## src/rtl/weight_loader_if.sv

```systemverilog
// weight_loader_if: weight stream input and row-wide weight RAM write port
interface weight_loader_if #(
    parameter int DATA_WIDTH   = 32,
    parameter int OUTPUT_NODES = 32
);
    logic [DATA_WIDTH-1:0]              s_data;
    logic                               s_valid;
    logic                               s_ready;
    logic                               wr_en;
    logic [7:0]                         wr_addr;
    logic [DATA_WIDTH*OUTPUT_NODES-1:0] wr_row;
    modport master (output s_data, s_valid, input s_ready, wr_en, wr_addr, wr_row);
    modport slave  (input s_data, s_valid, output s_ready, wr_en, wr_addr, wr_row);
endinterface

```

## src/rtl/weight_loader.sv

```systemverilog
// weight_loader: packs a word stream into weight RAM rows; WEIGHT_LOADER_CHECKSUM_EN adds a running word checksum
module weight_loader #(
    parameter int DATA_WIDTH   = 32,
    parameter int INPUT_NODES  = 100,
    parameter int OUTPUT_NODES = 32
) (
    input  logic             clk,
    input  logic             reset_n,
    input  logic             start,
    weight_loader_if.slave   bus,
    output logic             busy,
`ifdef WEIGHT_LOADER_CHECKSUM_EN
    output logic             done,
    output logic [DATA_WIDTH-1:0] checksum
`else
    output logic             done
`endif
);
    localparam int CW = OUTPUT_NODES > 1 ? $clog2(OUTPUT_NODES) : 1;
    localparam logic [CW-1:0] COL_LAST = CW'(OUTPUT_NODES - 1);
    localparam logic [7:0]    ROW_LAST = 8'(INPUT_NODES - 1);
    typedef enum logic [1:0] {IDLE, LOAD, WRITE, DONE} state_t;
    state_t state, state_d;
    logic [CW-1:0] col;
    logic [7:0] row;
    logic [DATA_WIDTH*OUTPUT_NODES-1:0] row_buf, buf_d;
    logic accept;
    always_ff @(posedge clk or negedge reset_n)
        if (!reset_n) state <= IDLE;
        else          state <= state_d;
    // buf_d already holds the word accepted this cycle so the row write sees it
    always_comb begin
        accept = bus.s_valid && bus.s_ready;
        buf_d  = row_buf;
        if (accept) buf_d[(OUTPUT_NODES-1-int'(col))*DATA_WIDTH +: DATA_WIDTH] = bus.s_data;
        state_d = state == IDLE  ? (start ? LOAD : IDLE) :
                  state == LOAD  ? (accept && col == COL_LAST ? WRITE : LOAD) :
                  state == WRITE ? (row == ROW_LAST ? DONE : LOAD) : IDLE;
    end
    always_ff @(posedge clk or negedge reset_n)
        if (!reset_n) begin
            bus.s_ready <= 1'b0;
            bus.wr_en   <= 1'b0;
            bus.wr_addr <= '0;
            bus.wr_row  <= '0;
            busy        <= 1'b0;
            done        <= 1'b0;
            col         <= '0;
            row         <= '0;
            row_buf     <= '0;
        end else begin
            bus.s_ready <= state_d == LOAD;
            bus.wr_en   <= state_d == WRITE;
            busy        <= state_d != IDLE;
            done        <= state_d == DONE;
            row_buf     <= buf_d;
            if (state_d == WRITE) begin
                bus.wr_addr <= row;
                bus.wr_row  <= buf_d;
            end
            if (state == IDLE && start) begin
                col <= '0;
                row <= '0;
            end else if (accept) col <= col == COL_LAST ? '0 : col + 1'b1;
            else if (state == WRITE && row != ROW_LAST) row <= row + 1'b1;
        end
`ifdef WEIGHT_LOADER_CHECKSUM_EN
    always_ff @(posedge clk or negedge reset_n)
        if (!reset_n)                    checksum <= '0;
        else if (state == IDLE && start) checksum <= '0;
        else if (accept)                 checksum <= checksum + bus.s_data;
`endif
endmodule

```

## src/flat_wrapper.sv

```systemverilog
// flat-port wrapper written by rule: the top's interface ports become plain ports
module weight_loader_flat 
#(
    parameter int DATA_WIDTH   = 32,
    parameter int INPUT_NODES  = 100,
    parameter int OUTPUT_NODES = 32
)
  (clk, reset_n, start, busy, done, bus_s_data, bus_s_valid, bus_s_ready, bus_wr_en, bus_wr_addr, bus_wr_row);
  weight_loader_if #(.DATA_WIDTH(DATA_WIDTH), .OUTPUT_NODES(OUTPUT_NODES)) bus_i ();
  input  logic clk;
  input  logic reset_n;
  input  logic start;
  output logic busy;
  output logic done;
  input wire logic [$bits(bus_i.s_data)-1:0] bus_s_data;
  input wire logic [$bits(bus_i.s_valid)-1:0] bus_s_valid;
  output wire logic [$bits(bus_i.s_ready)-1:0] bus_s_ready;
  output wire logic [$bits(bus_i.wr_en)-1:0] bus_wr_en;
  output wire logic [$bits(bus_i.wr_addr)-1:0] bus_wr_addr;
  output wire logic [$bits(bus_i.wr_row)-1:0] bus_wr_row;
  assign bus_i.s_data = bus_s_data;
  assign bus_i.s_valid = bus_s_valid;
  assign bus_s_ready = bus_i.s_ready;
  assign bus_wr_en = bus_i.wr_en;
  assign bus_wr_addr = bus_i.wr_addr;
  assign bus_wr_row = bus_i.wr_row;
  weight_loader #(.DATA_WIDTH(DATA_WIDTH), .INPUT_NODES(INPUT_NODES), .OUTPUT_NODES(OUTPUT_NODES)) u_core (.clk(clk), .reset_n(reset_n), .start(start), .bus(bus_i), .busy(busy), .done(done));
endmodule
```

## config.mk

```make
export PLATFORM = sky130hd
export DESIGN_NAME = weight_loader_flat
export DESIGN_NICKNAME = d
export VERILOG_FILES = /design/src/rtl/weight_loader_if.sv /design/src/rtl/weight_loader.sv /design/src/flat_wrapper.sv
export SDC_FILE = /design/constraint.sdc
export NUM_CORES = 2
export LEC_CHECK = 0
export BUFFER_PORTS_ARGS = -buffer_cell sky130_fd_sc_hd__buf_2
export CAP_MARGIN = 15
export CORE_AREA = 2 2 413 415
export DETAILED_ROUTE_END_ITERATION = 12
export DIE_AREA = 0 0 415 417
export PLACE_DENSITY = 0.78
export SYNTH_ARGS = -nofsm -noshare
export SYNTH_HDL_FRONTEND = slang
export SYNTH_SLANG_ARGS = --single-unit
```

## constraint.sdc

```tcl
create_clock -name clk -period 2.9 [get_ports clk]
set_clock_uncertainty 0.15 [all_clocks]
set_input_delay 0.29 -clock clk [delete_from_list [all_inputs] [get_ports clk]]
set_output_delay 0.29 -clock clk [all_outputs]
set_load 0.01 [all_outputs]
```

==> flow_metrics.py <==
metrics = {
    "die": {
        "rows": 151,
        "fp.dieArea_um2": 173000,
        "die_h_um": 417,
        "io_pins": 1072,
        "coreArea_um2": 169000,
        "start_util_pct": 46.0,
        "die_w_um": 415,
    },
    "place": {
        "dp_hpwl_um": 179000,
        "gp_congestion": 0.929,
        "portBuffers": 1071,
        "pre_cts_slack_ns": 0.0753,
    },
    "detailed_routing": {
        "first_iter_violations": 7592,
        "first_pass_iters": 8,
        "vias_per_cell": 5.56,
        "via_count": 62100,
        "wire_per_inst_um": 24.0,
        "drt-total-wl_um": 267000,
        "drcViolationCount": 0,
        "drtAntennaViolNets": 0,
    },
    "yosys": {
        "postSynthAreaPerCell_um2": 10.1,
        "yosys.area_share.simple_pct": 19.4,
        "yosys_warnings": 0,
        "synth_top_area_share_pct": 67.0,
        "synth_area_leaders": "dfrtp_1, nand2_1, mux2_2, o21ai_0, clkbuf_1",
        "synthXorXnorAreaFrac_pct": 0.148,
        "ys_ff_latch": 2075,
        "synth.area.mux_share_pct": 4.66,
        "synth_compound_area_share_pct": 5.89,
        "synthCells": 7661,
        "seq_area_frac_synth_pct": 67.0,
        "synthesis.area_um2": 77500,
        "synth_top_area_cell": "dfrtp_1",
        "yosysUniqueCellTypes": 55,
        "synth_nets": 7700,
        "synthAdderAreaFrac_pct": 0.0484,
        "synth_top_family_by_area": "simple AND/OR/NAND/NOR gates",
    },
    "power": {
        "power_frac_seq_pct": 50.3,
        "p_clk_share_pct": 36.2,
        "p_per_area_nw_per_um2": 761,
        "leakage_nw": 52.6,
        "p_comb_share_pct": 13.5,
        "intPower_mw": 51.7,
        "vdd_drop_max_v": 0.000590,
        "switching_share_pct": 28.2,
        "power_mw": 72.0,
        "switchingPower_mw": 20.3,
    },
    "sta": {
        "slew_headroom_pct": 14.7,
        "setup_slack_ns": 0.0655,
        "tightest_slew_ns": 1.27,
        "hold_viol_final": 0,
        "setup_viol": 0,
        "fin_crit_sh_pct": 97.7,
        "slew_viol_final": 0,
        "fmax_ghz": 0.353,
        "whs_ns": 0.251,
        "period_minus_slack_ns": 2.83,
    },
    "critical_path": {
        "path_cells": "ha_2 -> and3_4 -> ha_4 -> and4bb_1 -> buf_4 -> o21ai_1 -> a2111oi_4 -> buf_6 -> clkbuf_16 -> nand3_1 -> a31oi_1",
        "crit_family": "compound AO/OA/AOI/OAI gates",
        "path_class": "reg2reg",
        "cpMaxStageDelayCell": "dfrtp_1",
        "required_ns": 3.51,
        "max_stage_delay_ns": 0.39,
        "arrival_ns": 3.45,
        "crit_buf_inv": 3,
        "crit_path_end_kind": "flip-flop",
        "cp_max_fo": 14,
        "start_kind": "flip-flop",
    },
    "clock_tree": {
        "cts_sinks": 2075,
        "clk_latency_ns": 0.89,
        "tritoncts": "done",
        "numCtsBuffers": 197,
        "htreeDepth": 4,
        "clockBufferDepth": 3,
        "clockRootBuffer": "clkbuf_16",
        "path_clk_slew_ns": 0.06,
    },
    "global_routing": {
        "grt_pass1_vias": 60600,
        "grt-ovfl-total": 0,
        "antenna_found_initial": 24,
        "grt_max_degree": 103,
        "grt_usage_pct": 30.3,
        "grt_pass1_wl_um": 390000,
    },
    "final_layout": {
        "synthToLayoutAreaGrowth_pct": 21.9,
        "layout_commonest_cell": "nand2_1",
        "final_net_count": 8811,
        "drive_above_1_share_pct": 23.1,
        "mostFrequentLayoutCells": "nand2_1, dfrtp_1, buf_2",
    },
    "run": {
        "max-cap-violations": 0,
    },
    "outcome": {
        "status": "finished clean",
    },
    "hold_path": {
        "hold_class": "in2reg",
    },
}
## worst paths after layout
path                                     startpoint                endpoint  slack, ns  cells past startpoint
worst max-delay path                  u_core.col[1]  u_core.bus.wr_row[975]       0.07                     11
worst min-delay path                  bus_s_data[0]     u_core.row_buf[640]       0.25                      4
worst max register to register        u_core.col[1]  u_core.bus.wr_row[975]       0.07                     11
worst min register to register  u_core.row_buf[264]  u_core.bus.wr_row[264]       0.25                      2
max in group asynchronous                   reset_n  u_core.bus.wr_row[656]       1.63                      4
min in group asynchronous                   reset_n  u_core.bus.wr_row[250]       0.27                      3
## kinds of logic after synthesis
kind of cell    Yosys count
fa+ha+maj                 3
compound gates          786
simple gates           3920
xor+xnor                  8
buf+inv                 548
mux                     321
flops                  2075
## cell type report
class / instances / area (um^2)
diodes: 20 / 50.0
flip-flops and latches: 2075 / 51900
well taps: 2218 / 2780
fillers: 13700 / 74000
clock buffers: 299 / 5840
inverters: 68 / 263
clock inverters: 53 / 697
repair buffers: 1392 / 9300
multi-input cells: 5038 / 23700
## registers in the layout (all words and copies together) (netlist names)
| signal | flops |
|---|---|
| u_core.state | 2 |
| u_core.busy | 1 |
| u_core.done | 1 |
| u_core.bus.wr_en | 1 |
| u_core.row | 8 |
| u_core.bus.s_ready | 1 |
| u_core.bus.wr_row | 1024 |
| u_core.col | 5 |
| u_core.bus.wr_addr | 8 |
| u_core.row_buf | 1024 |
## metal layers
metal  track usage, %  share of wire (%)  vias to the layer above  wire [um]
li1                 -                  -                    26600          -
met1             37.8                 36                    30900      97200
met2             45.5                 45                     3623     121000
met3             7.68                9.6                      949      25600
met4             23.1                8.7                        6      23300
met5           0.0278              0.016                        -         42
## cells in the mapped netlist (all sizes together)
library cell	n
nand2	3670
dfrtp	2075
o21ai	544
clkbuf	413
mux2	321
o31ai	167
nor2	88
nand3	86
inv	68
buf	67
nor3	40
a21o	32
a31oi	32
a21oi	7
xnor2	6
and3	5
nand2b	5
nand4	4
nor4	4
ha	3
nor3b	3
or3	3
or4	3
nand3b	2
or2	2
xor2	2
a2111oi	1
a22oi	1
and2	1
and4bb	1
nand4b	1
nor2b	1
o21a	1
o21ba	1
or4b	1
## per-stage QoR
step	setup TNS [ns]	instance area (um^2)	utilization (%)	std cells
4_1_cts	0	94300	56.0	11100
6_report	0	94500	56.1	11200
5_1_grt	-0.186	94500	56.1	11100
3_5_place_dp	0	87400	51.9	10700
2_1_floorplan	0	77600	-	7661
3_3_place_gp	0	87400	51.9	10700
## tightest hold or removal path: cells and delay by family
kind                   cells  cell delay, ns
buffers and inverters      2            0.74
AO/OA/AOI/OAI              1            0.07
AND/OR/NAND/NOR            1            0.10
## power by group through the flow
stage / Sequential [mW] / Clock (mW) / Combinational, mW
global route: 36.6 / 27.4 / 10.6
CTS: 36.1 / 26.2 / 9.52
finish: 36.2 / 26.0 / 9.72
floorplan: 35.8 / 0 / 5.48
detailed placement: 36.5 / 0 / 9.37
global placement: 36.3 / 0 / 8.91
## what timing repair did
action / CTS / global route
endpoints found under the setup margin: 0 / 57
hold buffers: 37 / 0
setup buffers: 0 / 2
gates resized for setup: 0 / 9
endpoints found under the hold margin: 1705 / 0
Power figures use the tool's default switching activity.
